==> src/rtl/instr_fetch_queue.sv <==
// Instruction fetch queue: a FIFO of packed {funccode, a, b} words feeding a registered
// valid/ready output stage that discards entries whose funccode is not one-hot.
module instr_fetch_queue #(
  parameter int DEPTH = 8,
  parameter int PTR_W = 3
) (
  input  logic             clk,
  input  logic             rst,
  input  logic             flush,
  input  logic             wr_en,
  input  logic [15:0]      wr_instr,
  output logic             full,
  output logic [PTR_W:0]   count,
  output logic             out_valid,
  input  logic             out_ready,
  output logic [7:0]       funccode,
  output logic [3:0]       a,
  output logic [3:0]       b,
  output logic [7:0]       illegal_cnt
);

  logic [15:0]      mem [DEPTH];
  logic [PTR_W-1:0] rd_ptr;
  logic [PTR_W-1:0] wr_ptr;
  logic             empty;
  logic             wr_acc;
  logic             pop;
  logic [15:0]      head;
  logic [7:0]       head_fc;
  logic             head_legal;

  assign full    = (count == (PTR_W+1)'(DEPTH));
  assign empty   = (count == '0);
  assign wr_acc  = wr_en && !full && !flush;
  assign pop     = !empty && !flush && (!out_valid || out_ready);
  assign head    = mem[rd_ptr];
  assign head_fc = head[15:8];

  // One-hot test: nonzero and clearing the lowest set bit leaves nothing.
  assign head_legal = (head_fc != 8'd0) && ((head_fc & (head_fc - 8'd1)) == 8'd0);

  always_ff @(posedge clk) begin
    if (!rst && wr_acc) begin
      mem[wr_ptr] <= wr_instr;
    end
  end

  // Pointers wrap naturally because DEPTH is a power of two.
  always_ff @(posedge clk) begin
    if (rst || flush) begin
      rd_ptr <= '0;
      wr_ptr <= '0;
      count  <= '0;
    end else begin
      if (wr_acc) begin
        wr_ptr <= wr_ptr + PTR_W'(1);
      end
      if (pop) begin
        rd_ptr <= rd_ptr + PTR_W'(1);
      end
      case ({wr_acc, pop})
        2'b10:   count <= count + (PTR_W+1)'(1);
        2'b01:   count <= count - (PTR_W+1)'(1);
        default: count <= count;
      endcase
    end
  end

  always_ff @(posedge clk) begin
    if (rst) begin
      out_valid   <= 1'b0;
      funccode    <= '0;
      a           <= '0;
      b           <= '0;
      illegal_cnt <= '0;
    end else if (flush) begin
      out_valid <= 1'b0;
    end else if (pop) begin
      if (head_legal) begin
        out_valid <= 1'b1;
        funccode  <= head_fc;
        a         <= head[7:4];
        b         <= head[3:0];
      end else begin
        out_valid <= 1'b0;
        if (illegal_cnt != 8'hFF) begin
          illegal_cnt <= illegal_cnt + 8'd1;
        end
      end
    end else if (!out_valid || out_ready) begin
      out_valid <= 1'b0;
    end
  end

endmodule

==> config.mk <==
export PLATFORM = sky130hd
export DESIGN_NAME = instr_fetch_queue
export DESIGN_NICKNAME = d
export VERILOG_FILES = /design/src/rtl/instr_fetch_queue.sv
export SDC_FILE = /design/constraint.sdc
export NUM_CORES = 1
export LEC_CHECK = 0
export CORE_UTILIZATION = 60
export DETAILED_ROUTE_END_ITERATION = 10
export DONT_BUFFER_PORTS = 1
export PLACE_DENSITY = 0.84
export SLEW_MARGIN = 20
export SYNTH_ARGS = -nofsm -noshare
export SYNTH_HDL_FRONTEND = slang
export SYNTH_SLANG_ARGS = --single-unit
==> constraint.sdc <==
create_clock -name clk -period 4.74 [get_ports clk]
set_clock_uncertainty 0.05 [all_clocks]
set_input_delay 0.711 -clock clk [delete_from_list [all_inputs] [get_ports clk]]
set_output_delay 0.711 -clock clk [all_outputs]
set_load 0.03 [all_outputs]
Word level (Yosys, flattened, before mapping)
Memories as Yosys holds them, arrays and structs flattened. A register that Yosys moved wholly into a read port is not among the register bits.
Index checks and enable logic that the tools add are counted.
{ "op_classes": {"eq_ne": 4, "n_mux": 8, "n_reduce_logical": 21, "addsub": 6, "bitwise_logic": 3} }
{ "op_table": {"columns": ["operator", "count"], "rows": [
  ["$add A8 B1 Y8 const B", 1],
  ["$and A8 B8 Y8", 1],
  ["$logic_not A8 Y1", 1],
  ["$ne A8 B8 Y1 const B", 1],
  ["$pmux W4 S2", 1],
  ["$reduce_bool A8 Y1", 1],
  ["$sub A8 B1 Y8 const B", 1],
  ["$add A3 B1 Y3 const B", 2],
  ["$logic_and A1 B1 Y1", 6],
  ["$mux W3", 2],
  ["$logic_not A1 Y1", 5],
  ["$mux W1", 5],
  ["$add A4 B1 Y4 const B", 1],
  ["$eq A4 B4 Y1 const B", 1],
  ["$logic_not A4 Y1", 1],
  ["$reduce_and A4 Y1", 1],
  ["$reduce_bool A2 Y1", 2],
  ["$sub A4 B1 Y4 const B", 1],
  ["$reduce_and A3 Y1", 1],
  ["$eq A2 B1 Y1 const B", 1],
  ["$eq A2 B2 Y1 const B", 1],
  ["$logic_or A1 B1 Y1", 2],
  ["$not A1 Y1", 2],
  ["$reduce_or A2 Y1", 1]
]} }
{ "word_totals": {"in_bits": 21, "out_inout_bits": 30, "memories": 1, "ramBits": 128, "word_cells": 51, "regBits": 35} }
{ "mem_list": {"columns": ["name", "depth", "word_bits", "read_ports", "rd_ports_with_merged_regs", "write_ports", "line_no", "text"], "rows": [
  ["mem", 8, 16, 1, 1, 1, "22", "logic [15:0] mem [DEPTH];"]
]} }

Longest topological paths before layout
Gate-level depths: netlist of run 1.
{ "logic_depth": {"word_depth": 7, "mapped_depth": 12, "depth_no_buf": 11} }

Worst setup path after synthesis of run 1
No wires, ideal clock.
{ "synth_timing": {"path_kind": "reg-to-reg", "startpoint": "register count[3]", "endpoint": "register count[3]", "setup_ns": 0.070, "arrival_time_ns": 3.292, "t_required_ns": 4.620, "synth_period_minus_slack_ns": 3.412, "stages_incl_launch_ff": 12, "slack_ns": 1.328, "n_path_buf": 0, "path_cell_list": "dfxtp_1 > nor4b_1 > nand2b_1 > nor2_1 > inv_1 > ha_1 > ha_1 > a21o_1 > a21oi_1 > xnor2_1 > or3_1 > a21oi_1"} }
{ "synth_between": {"elab_chain_len": 6, "word_cells_on_any_way": 14, "classes_between": "add/sub (2); eq/ne (3); mux (1); reduce/logical (8)"} }
{ "synth_lines": {"columns": ["element", "line_no", "text"], "rows": [
  ["from (decl)", "13", "output logic [PTR_W:0] count,"],
  ["from (signal assigned)", "62", "2'b10: count <= count + (PTR_W+1)'(1);"],
  ["from (signal assigned)", "63", "2'b01: count <= count - (PTR_W+1)'(1);"],
  ["from (signal assigned)", "64", "default: count <= count;"],
  ["$eq A4 B4 Y1 *", "32", "assign full = (count == (PTR_W+1)'(DEPTH));"],
  ["via full", "12", "output logic full,"],
  ["$logic_not A1 Y1 *", "34", "assign wr_acc = wr_en && !full && !flush;"],
  ["$logic_and A1 B1 Y1 * (2 in series)", "34", null],
  ["$eq A2 B1 Y1 / $eq A2 B2 Y1 (equally long branches)", "61", "case ({wr_acc, pop})"],
  ["$pmux W4 S2 / $reduce_bool A2 Y1 (equally long branches)", null, null]
]} }
Mark *: on every way through the listed nets, which the timed path passes. The rest lies on a longest branch.
A chain may end at the register's enable or synchronous reset.

==> flow_metrics.env, run 1 <==
export IMPL_status="complete, no violations"
export IMPL_layout_commonest_cell="edfxtp_1"
export IMPL_placeableCoreArea_um2=10510
export IMPL_clockBufferDepth=2
export IMPL_cts_resized=0
export IMPL_post_route_period_util_pct=86.07
export IMPL_synth_cell_type_count=46
export IMPL_fmax_mhz=245.1
export IMPL_slew_headroom_pct=32.46
export IMPL_hold_viol_final=0
export IMPL_clock_sinks=166
export IMPL_route_detailed_drc=0
export IMPL_p_leak_nw=2.266
export IMPL_wl_met3_um=944
export IMPL_maxSlewViolCount=0
export IMPL_first_global_vias=3461
export IMPL_io_buffer_count=0
export IMPL_r2r_slack_ps=660
export IMPL_die_w_um=107.0
export IMPL_synth_cells=397
export IMPL_finalNetCount=433
export IMPL_startpoint_type="register"
export IMPL_synth_top_area_share_pct=58.13
export IMPL_post_drt_wl_per_cell_um=22.06
export IMPL_start_util_pct=62.92
export IMPL_drive_gt1_share_pct=18.90
export IMPL_synth_main_ff_cell="edfxtp_1"
export IMPL_wl_um=12220
export IMPL_dr_wl_met2_um=6052
export IMPL_tightest_slew_ps=1013
export IMPL_clock_latency_ps=530
export IMPL_hp_class="input port to register"
export IMPL_cts_setup_buffers=0
export IMPL_ys_seq_area_share_pct=69.63
export IMPL_finalCriticalPeriod_ps=4080
export IMPL_grt_max_degree=39
export IMPL_cts_tree="yes"
export IMPL_fp_row_count=37
export IMPL_setup_viol=0
export IMPL_drt_iter0_drc=400
export IMPL_hold_ws_ps=193.4
export IMPL_critical_path_class="register to register"
export IMPL_required_ps=5120
export IMPL_ys_async_sr_fraction_pct=0
export IMPL_globalRouteOverflowTotal=0
export IMPL_dp_hpwl_um=7228
export IMPL_die_h_um=107.0
export IMPL_viasPerCell=6.381
export IMPL_drv_cap=0
export IMPL_routed_via_count=3535
export IMPL_vdd_drop_max_v=0.0003539
export IMPL_routed_top_layer="met4"
export IMPL_grt_pass1_wl_um=18920
export IMPL_ys_warn_count=0
export IMPL_finalSetupTns_ps=0
export IMPL_critPathArrivalTime_ps=4460
export IMPL_synth_edf_count=128
export IMPL_cp_cell_sequence="mux4_2 -> mux2i_1 -> xnor2_1 -> nor4_1 -> a211o_1 -> buf_4 -> a21oi_1 -> a311oi_1"
export IMPL_ys_seq_elements=166
export IMPL_power_density_nw_per_um2=395.0
export IMPL_cts_made_buffers=17
export IMPL_antenna_found_initial=0
export IMPL_syn_area_per_cell_um2=16.66
export IMPL_synth_area_top_cells="edfxtp_1 58%, dfxtp_1 12%, mux4_2 9.5%"
export IMPL_cts_hold_fix_buffers=0
export IMPL_clk_pin_slew_worst_paths_ps=70
export IMPL_synth_nets=425
export IMPL_cts_root_buf="clkbuf_8"
export IMPL_final_cell_mix="128 x edfxtp_1, 37 x dfxtp_1, 28 x mux4_2"
export IMPL_netlist_area_um2=6613
export IMPL_synth_top_area_cell="edfxtp_1"
export IMPL_n_antenna_cell=0
export IMPL_critPathMaxFanout=37
export IMPL_rsz0062_at_grt="no"
export IMPL_htree_levels=4
export IMPL_io_pins=51
export IMPL_worst_path_max_delay_cell="a211o_1"
export IMPL_firstDrtPassIters=7
export IMPL_end_kind="register"
export IMPL_gp_congestion=0.8060
export IMPL_slowest_delay_ps=830
export IMPL_grt_util_all_layers_pct=23.47
export IMPL_fillers=619
export IMPL_area_delta_synth_final_pct=10.77
export IMPL_wl_met1_um=4962
export IMPL_ant_nets=0
export IMPL_die_area_um2=11440
[worst max-delay path: cells and delay by family (launching register included)]
family          cells  cell delay (ps)
buf+inv             1              310
mux                 2             1130
simple gates        1              250
xor+xnor            1              200
flops               1              820
compound gates      3             1200
[report_power, final]
part	total [mW]	internal, mW	leakage (nW)	switching [mW]
Sequential	1.58	1.57	1.46	0.00962
Clock	1.25	0.702	0.264	0.553
Combinational	0.0551	0.0223	0.542	0.0328
[synthesized netlist by cell type, drive strengths merged, types with 2 or more instances]
| cell type | n |
|---|---|
| edfxtp | 128 |
| dfxtp | 38 |
| mux4 | 28 |
| a21oi | 27 |
| nor2 | 25 |
| mux2i | 24 |
| a311oi | 16 |
| clkbuf | 12 |
| buf | 11 |
| nand2 | 8 |
| inv | 7 |
| ha | 6 |
| nor2b | 5 |
| o21ai | 5 |
| xor2 | 5 |
| nor3 | 4 |
| o31ai | 4 |
| or3 | 4 |
| or4 | 4 |
| nand2b | 3 |
| nand3 | 3 |
| nand4 | 3 |
| nor4 | 3 |
| xnor2 | 3 |
| a22o | 2 |
| a22oi | 2 |
| and2 | 2 |
| mux2 | 2 |
| nand4b | 2 |
| or2 | 2 |
[routing by layer]
layer | vias to the layer above | track usage [%]
li1 | 1597 | -
met3 | 22 | 6.930
met4 | 0 | 10.67
met2 | 170 | 37.37
met5 | - | 0
met1 | 1746 | 30.00
[registers in the layout, indices dropped and copies added (netlist names), named ones only]
name / cells
count: 4
rd_ptr: 3
funccode: 8
wr_ptr: 3
out_valid: 1
a: 4
illegal_cnt: 8
mem: 128
b: 4
[through the flow]
stage	setup WS (ps)	util [%]	instance area, µm²	std cells	total power, mW
final	660.4	69.70	7325	554	2.893
after detailed placement	757.5	64.50	6778	522	1.668
after CTS	683.1	69.70	7325	554	2.913
after floorplan	1328	-	6613	397	1.660
after global placement	947.5	64.50	6778	522	1.666
after global routing	353.7	69.70	7325	554	2.975
[final cells by class]
| cell class | count | area (µm²) | area share, % |
|---|---|---|---|
| clock buffers | 18 | 417.9 | 5.706 |
| clock inverters | 14 | 128.9 | 1.759 |
| inverters | 7 | 26.28 | 0.3587 |
| multi-input cells | 201 | 1886 | 25.74 |
| flip-flops and latches | 166 | 4606 | 62.88 |
| well taps | 136 | 170.2 | 2.323 |
| repair buffers | 12 | 90.09 | 1.230 |
[worst paths after layout]
kind | from | endpoint | cells after the start
setup / recovery | register | a[3]$_SDFFE_PP0P_ | 8
hold / removal | rst | funccode[6]$_SDFFE_PP0P_ | 1
setup reg to reg | register | a[3]$_SDFFE_PP0P_ | 8
hold reg to reg | rd_ptr[1]$_SDFFE_PP0P_ | register | 2
[kinds of logic after synthesis]
kind of cell | synth area share (%)
AOI/OAI and AO/OA | 6.452
xor gates and xnor gates | 1.060
adders and majority gates | 1.438
buffers and inverters | 2.271
DFF | 69.63
muxes | 13.81
and+or+nand+nor | 5.336
(Power assumes the default switching activity.)
==> run 2, diff against run 1 <==
--- a/config.mk
+++ b/config.mk
@@ -5,6 +5,7 @@
 export SDC_FILE = /design/constraint.sdc
 export NUM_CORES = 1
 export LEC_CHECK = 0
+export CAP_MARGIN = 40
 export CORE_UTILIZATION = 60
 export DETAILED_ROUTE_END_ITERATION = 10
 export DONT_BUFFER_PORTS = 1
@@ -13,3 +14,4 @@
 export SYNTH_ARGS = -nofsm -noshare
 export SYNTH_HDL_FRONTEND = slang
 export SYNTH_SLANG_ARGS = --single-unit
+export TNS_END_PERCENT = 20
==> flow_metrics.env, run 2 (synthesis results as in run 1) <==
export IMPL_hold_viol_final=0
export IMPL_use_met3_pct=6.869
export IMPL_cts_made_buffers=17
export IMPL_io_buffer_count=0
export IMPL_hp_class="input port to register"
export IMPL_viasPerCell=6.392
export IMPL_clock_sinks=166
export IMPL_post_drt_wl_per_cell_um=22.81
export IMPL_grt_util_met2_pct=38.25
export IMPL_maxSlewViolCount=0
export IMPL_first_global_vias=3568
export IMPL_tightest_slew_ps=740.0
export IMPL_finalSetupTns_ps=0
export IMPL_largest_reg_flops=128
export IMPL_r2r_slack_ps=960
export IMPL_globalRouteOverflowTotal=0
export IMPL_placeableCoreArea_um2=10510
export IMPL_status="complete, no violations"
export IMPL_grt_util_all_layers_pct=23.88
export IMPL_wl_um=12730
export IMPL_grt_busiest_layer="met2"
export IMPL_finalCriticalPeriod_ps=3778
export IMPL_start_util_pct=62.92
export IMPL_p_leak_nw=2.281
export IMPL_end_kind="register"
export IMPL_finalNetCount=437
export IMPL_grt_pass1_wl_um=19350
export IMPL_cts_tree="yes"
export IMPL_cts_root_buf="clkbuf_8"
export IMPL_setup_viol=0
export IMPL_reg_largest_list="mem (128), funccode (8), illegal_cnt (8)"
export IMPL_critPathMaxFanout=26
export IMPL_htree_levels=4
export IMPL_vdd_drop_max_v=0.0003750
export IMPL_firstDrtPassIters=5
export IMPL_ant_nets=0
export IMPL_io_pins=51
export IMPL_grt_max_degree=39
export IMPL_layout_commonest_cell="edfxtp_1"
export IMPL_critical_path_class="register to register"
export IMPL_slew_headroom_pct=50.67
export IMPL_cts_hold_fix_buffers=0
export IMPL_antenna_found_initial=0
export IMPL_routed_via_count=3567
export IMPL_drt_iter0_drc=353
export IMPL_power_density_nw_per_um2=389.5
export IMPL_die_area_um2=11440
export IMPL_cts_resized=0
export IMPL_route_detailed_drc=0
export IMPL_drive_gt1_share_pct=19.19
export IMPL_die_w_um=107.0
export IMPL_startpoint_type="register"
export IMPL_required_ps=5110
export IMPL_n_antenna_cell=0
export IMPL_post_route_period_util_pct=79.70
export IMPL_utilization_pct=70.04
export IMPL_die_h_um=107.0
export IMPL_area_delta_synth_final_pct=11.32
export IMPL_clockBufferDepth=2
export IMPL_rsz0062_at_grt="no"
export IMPL_grtUsageMet1_pct=30.70
export IMPL_cts_setup_buffers=0
export IMPL_gp_congestion=0.8060
export IMPL_drv_cap=0
export IMPL_fmax_mhz=264.7
export IMPL_largest_register="mem"
export IMPL_final_cell_mix="128 x edfxtp_1, 37 x dfxtp_1, 28 x mux4_2"
export IMPL_clk_pin_slew_worst_paths_ps=60
export IMPL_dp_hpwl_um=7666
export IMPL_fp_row_count=37
export IMPL_critPathArrivalTime_ps=4150
export IMPL_clock_latency_ps=530
==> run 2: changes by cell type in the layout (fill, tap and decap cells not counted), sizes merged <==
| cell | previous run | this run |
|---|---|---|
| buf | 12 | 16 |
| clkinvlp | 2 | 3 |
| inv | 10 | 9 |
==> run 2: power by group <==
part | total (mW) | internal (mW) | switching [mW]
Sequential | 1.58 | 1.57 | 0.00964
Combinational | 0.0571 | 0.0238 | 0.0333
Clock | 1.23 | 0.689 | 0.538
Total | 2.87 | 2.29 | 0.581
==> run 2: per-layer routing <==
metal,routed length (µm),vias to the layer above
li1,-,1601
met1,5145,1796
met2,6380,143
met3,881,27
met4,320,0
met5,0,-
==> run 2: cell type report <==
class / instances / area, µm²
clock buffer: 18 / 417.9
clock inverter: 14 / 108.9
fill: 625 / 3148
inverter: 7 / 26.28
multi-input combinational: 201 / 1886
sequential: 166 / 4606
tap: 136 / 170.2
timing repair buffer: 16 / 146.4
==> run 2: path summary, 6_finish.rpt <==
path                          startpoint                          end  cells past startpoint
setup reg to reg                register  illegal_cnt[6]$_SDFFE_PP0P_                      8
setup / recovery                register  illegal_cnt[6]$_SDFFE_PP0P_                      8
hold reg to reg   rd_ptr[2]$_SDFFE_PP0P_       rd_ptr[2]$_SDFFE_PP0P_                      2
hold / removal                       rst  illegal_cnt[3]$_SDFFE_PP0P_                      1
==> run 2: critical path, cell delays in order (launching register included) <==
cell and delay (ps):
dfxtp_2 810, mux4_2 620, mux2i_1 400, o21ai_2 190, o21ba_1 220, a211o_1 460
buf_8 240, nor4_1 320, mux2_1 350
==> run 2: per-stage QoR <==
| stage | instance area [µm²] | power [mW] | hold WS (ps) | cells | worst slack [ps] |
|---|---|---|---|---|---|
| floorplan | 6613 | 1.660 | 434.7 | 397 | 1328 |
| global placement | 6778 | 1.666 | 451.3 | 522 | 947.5 |
| detailed placement | 6834 | 1.671 | 476.2 | 526 | 1027 |
| CTS | 7361 | 2.878 | 177.3 | 558 | 898.8 |
| global route | 7361 | 2.939 | 177.0 | 558 | 730.8 |
| finish | 7361 | 2.867 | 193.4 | 558 | 962.4 |
==> run 3, diff against run 2 <==
==> constraint.sdc (replaced) <==
create_clock -name clk -period 3.5 [get_ports clk]
set_clock_uncertainty 0.05 [all_clocks]
set_input_delay 0.525 -clock clk [delete_from_list [all_inputs] [get_ports clk]]
set_output_delay 0.525 -clock clk [all_outputs]
set_load 0.03 [all_outputs]
==> flow_metrics.env, run 3 (synthesis results as in run 1) <==
export IMPL_die_area_um2=11440
export IMPL_critPathArrivalTime_ps=3500
export IMPL_hold_viol_final=0
export IMPL_largest_register="mem"
export IMPL_fp_row_count=37
export IMPL_placeableCoreArea_um2=10510
export IMPL_first_global_vias=3657
export IMPL_pwr_share_seq_pct=55.0
export IMPL_grt_pass1_wl_um=19820
export IMPL_rsz0062_at_grt="no"
export IMPL_gp_congestion=0.7899
export IMPL_hold_depth=1
export IMPL_reg_largest_list="mem (128), funccode (8), illegal_cnt (8)"
export IMPL_wl_um=12530
export IMPL_globalRouteOverflowTotal=0
export IMPL_fmax_mhz=320.5
export IMPL_hold_end="illegal_cnt[2]$_SDFFE_PP0P_"
export IMPL_critical_path_class="register to register"
export IMPL_drv_cap=0
export IMPL_largest_reg_flops=128
export IMPL_drt_iter0_drc=432
export IMPL_cts_setup_buffers=0
export IMPL_clkPwrFrac_pct=42.8
export IMPL_vdd_drop_max_v=0.0003265
export IMPL_post_route_period_util_pct=89.14
export IMPL_firstDrtPassIters=8
export IMPL_die_w_um=107.0
export IMPL_start_util_pct=62.92
export IMPL_clock_latency_ps=530
export IMPL_cts_root_buf="clkbuf_8"
export IMPL_status="complete, no violations"
export IMPL_routed_via_count=3620
export IMPL_route_detailed_drc=0
export IMPL_comb_power_share_pct=2.3
export IMPL_cts_made_buffers=17
export IMPL_hp_start="rst"
export IMPL_area_delta_synth_final_pct=12.32
export IMPL_p_leak_nw=2.344
export IMPL_maxSlewViolCount=0
export IMPL_die_h_um=107.0
export IMPL_setup_viol=0
export IMPL_r2r_end="b[2]$_SDFFE_PP0P_"
export IMPL_hp_class="input port to register"
export IMPL_r2r_slack_ps=380
export IMPL_finalNetCount=447
export IMPL_io_buffer_count=0
export IMPL_htree_levels=4
export IMPL_power_mw=3.892
export IMPL_dp_hpwl_um=7396
export IMPL_required_ps=3880
export IMPL_layout_commonest_cell="edfxtp_1"
export IMPL_internal_power_mw=3.101
export IMPL_grt_util_all_layers_pct=24.27
export IMPL_tightest_slew_ps=737.6
export IMPL_clk_pin_slew_worst_paths_ps=70
export IMPL_final_cell_mix="128 x edfxtp_1, 37 x dfxtp_1, 28 x mux4_2"
export IMPL_antenna_found_initial=0
export IMPL_slew_headroom_pct=50.67
export IMPL_io_pins=51
export IMPL_end_kind="register"
export IMPL_ant_nets=0
export IMPL_drive_gt1_share_pct=21.53
export IMPL_power_density_nw_per_um2=524.0
export IMPL_p_sw_mw=0.7912
export IMPL_clock_sinks=166
export IMPL_clockBufferDepth=2
export IMPL_finalSetupTns_ps=0
export IMPL_startpoint_type="register"
export IMPL_finalCriticalPeriod_ps=3120
export IMPL_post_drt_wl_per_cell_um=22.06
export IMPL_fillers=605
export IMPL_swShare_pct=20.33
export IMPL_r2r_cells=9
export IMPL_cts_tree="yes"
export IMPL_n_antenna_cell=0
export IMPL_critPathMaxFanout=17
export IMPL_grt_max_degree=38
export IMPL_viasPerCell=6.373
[run 3: cell count changes in the layout (fill, tap and decap cells not counted), moves of 2 or more]
cell,before,now
buf_4,12,24
clkinvlp_4,3,0
buf_8,3,0
clkinv_2,3,5
dlygate4sd3_1,0,2
clkinv_1,4,0
clkinv_4,1,3
[run 3: worst max-delay path, stage by stage (launching register included)]
cell      delay, ps
dfxtp_4         490
buf_4           220
mux4_2          520
mux2i_2         330
nand4b_1        160
a211oi_1        280
a211o_2         300
buf_4           260
a21oi_1         100
a311oi_1        300
[run 3: repair_timing]
item / in CTS / in global routing
gates resized for setup: 0 / 2
endpoints found under the setup margin: 0 / 17
endpoints found under the hold margin: 20 / 0
hold buffers: 2 / 0
[run 3: how the worst max path moves through the flow]
stage	cells past startpoint	slack, ps	from	endpoint
after floorplan	11	90	count[3]$_SDFFE_PP0P_	count[3]$_SDFFE_PP0P_
after global placement	9	310	register	b[2]$_SDFFE_PP0P_
after detailed placement	9	140	register	b[2]$_SDFFE_PP0P_
after CTS	9	70	register	b[2]$_SDFFE_PP0P_
after global routing	8	140	register	illegal_cnt[6]$_SDFFE_PP0P_
final	9	380	register	b[2]$_SDFFE_PP0P_
[run 3: per-stage QoR]
stage / setup slack (ps) / utilization, % / cells / instance area [µm²] / hold WS, ps
final: 380.2 / 70.68 / 568 / 7427 / 25.33
after global routing: 139.1 / 70.68 / 568 / 7427 / 3.578
after CTS: 69.65 / 70.64 / 568 / 7423 / 4.732
after detailed placement: 144.9 / 65.35 / 534 / 6868 / 479.7
after global placement: 309.0 / 65.35 / 534 / 6868 / 461.3
after floorplan: 87.87 / - / 397 / 6613 / 434.7
[run 3: power by group through the flow]
stage,Sequential [mW],Combinational (mW),Clock [mW]
after floorplan,2.18,0.0655,0
after global placement,2.18,0.0788,0
after detailed placement,2.18,0.0816,0
after CTS,2.14,0.0879,1.68
after global routing,2.14,0.0964,1.76
final,2.14,0.0879,1.66
[run 3: routing by layer]
| metal | share of wire [%] | track usage [%] | up-vias |
|---|---|---|---|
| met5 | 0 | 0 | - |
| met1 | 42 | 30.93 | 1807 |
| met3 | 6.7 | 6.991 | 35 |
| met4 | 2.8 | 12.52 | 0 |
| met2 | 49 | 38.16 | 155 |
| li1 | - | - | 1623 |
[run 3: area by class of cell]
type	count	area, µm²	area share (%)
sequential	166	4608	62.05
multi-input combinational	201	1887	25.40
clock buffer	21	460.4	6.199
timing repair buffer	26	200.2	2.695
tap	136	170.2	2.291
clock inverter	11	75.07	1.011
inverter	7	26.28	0.3538
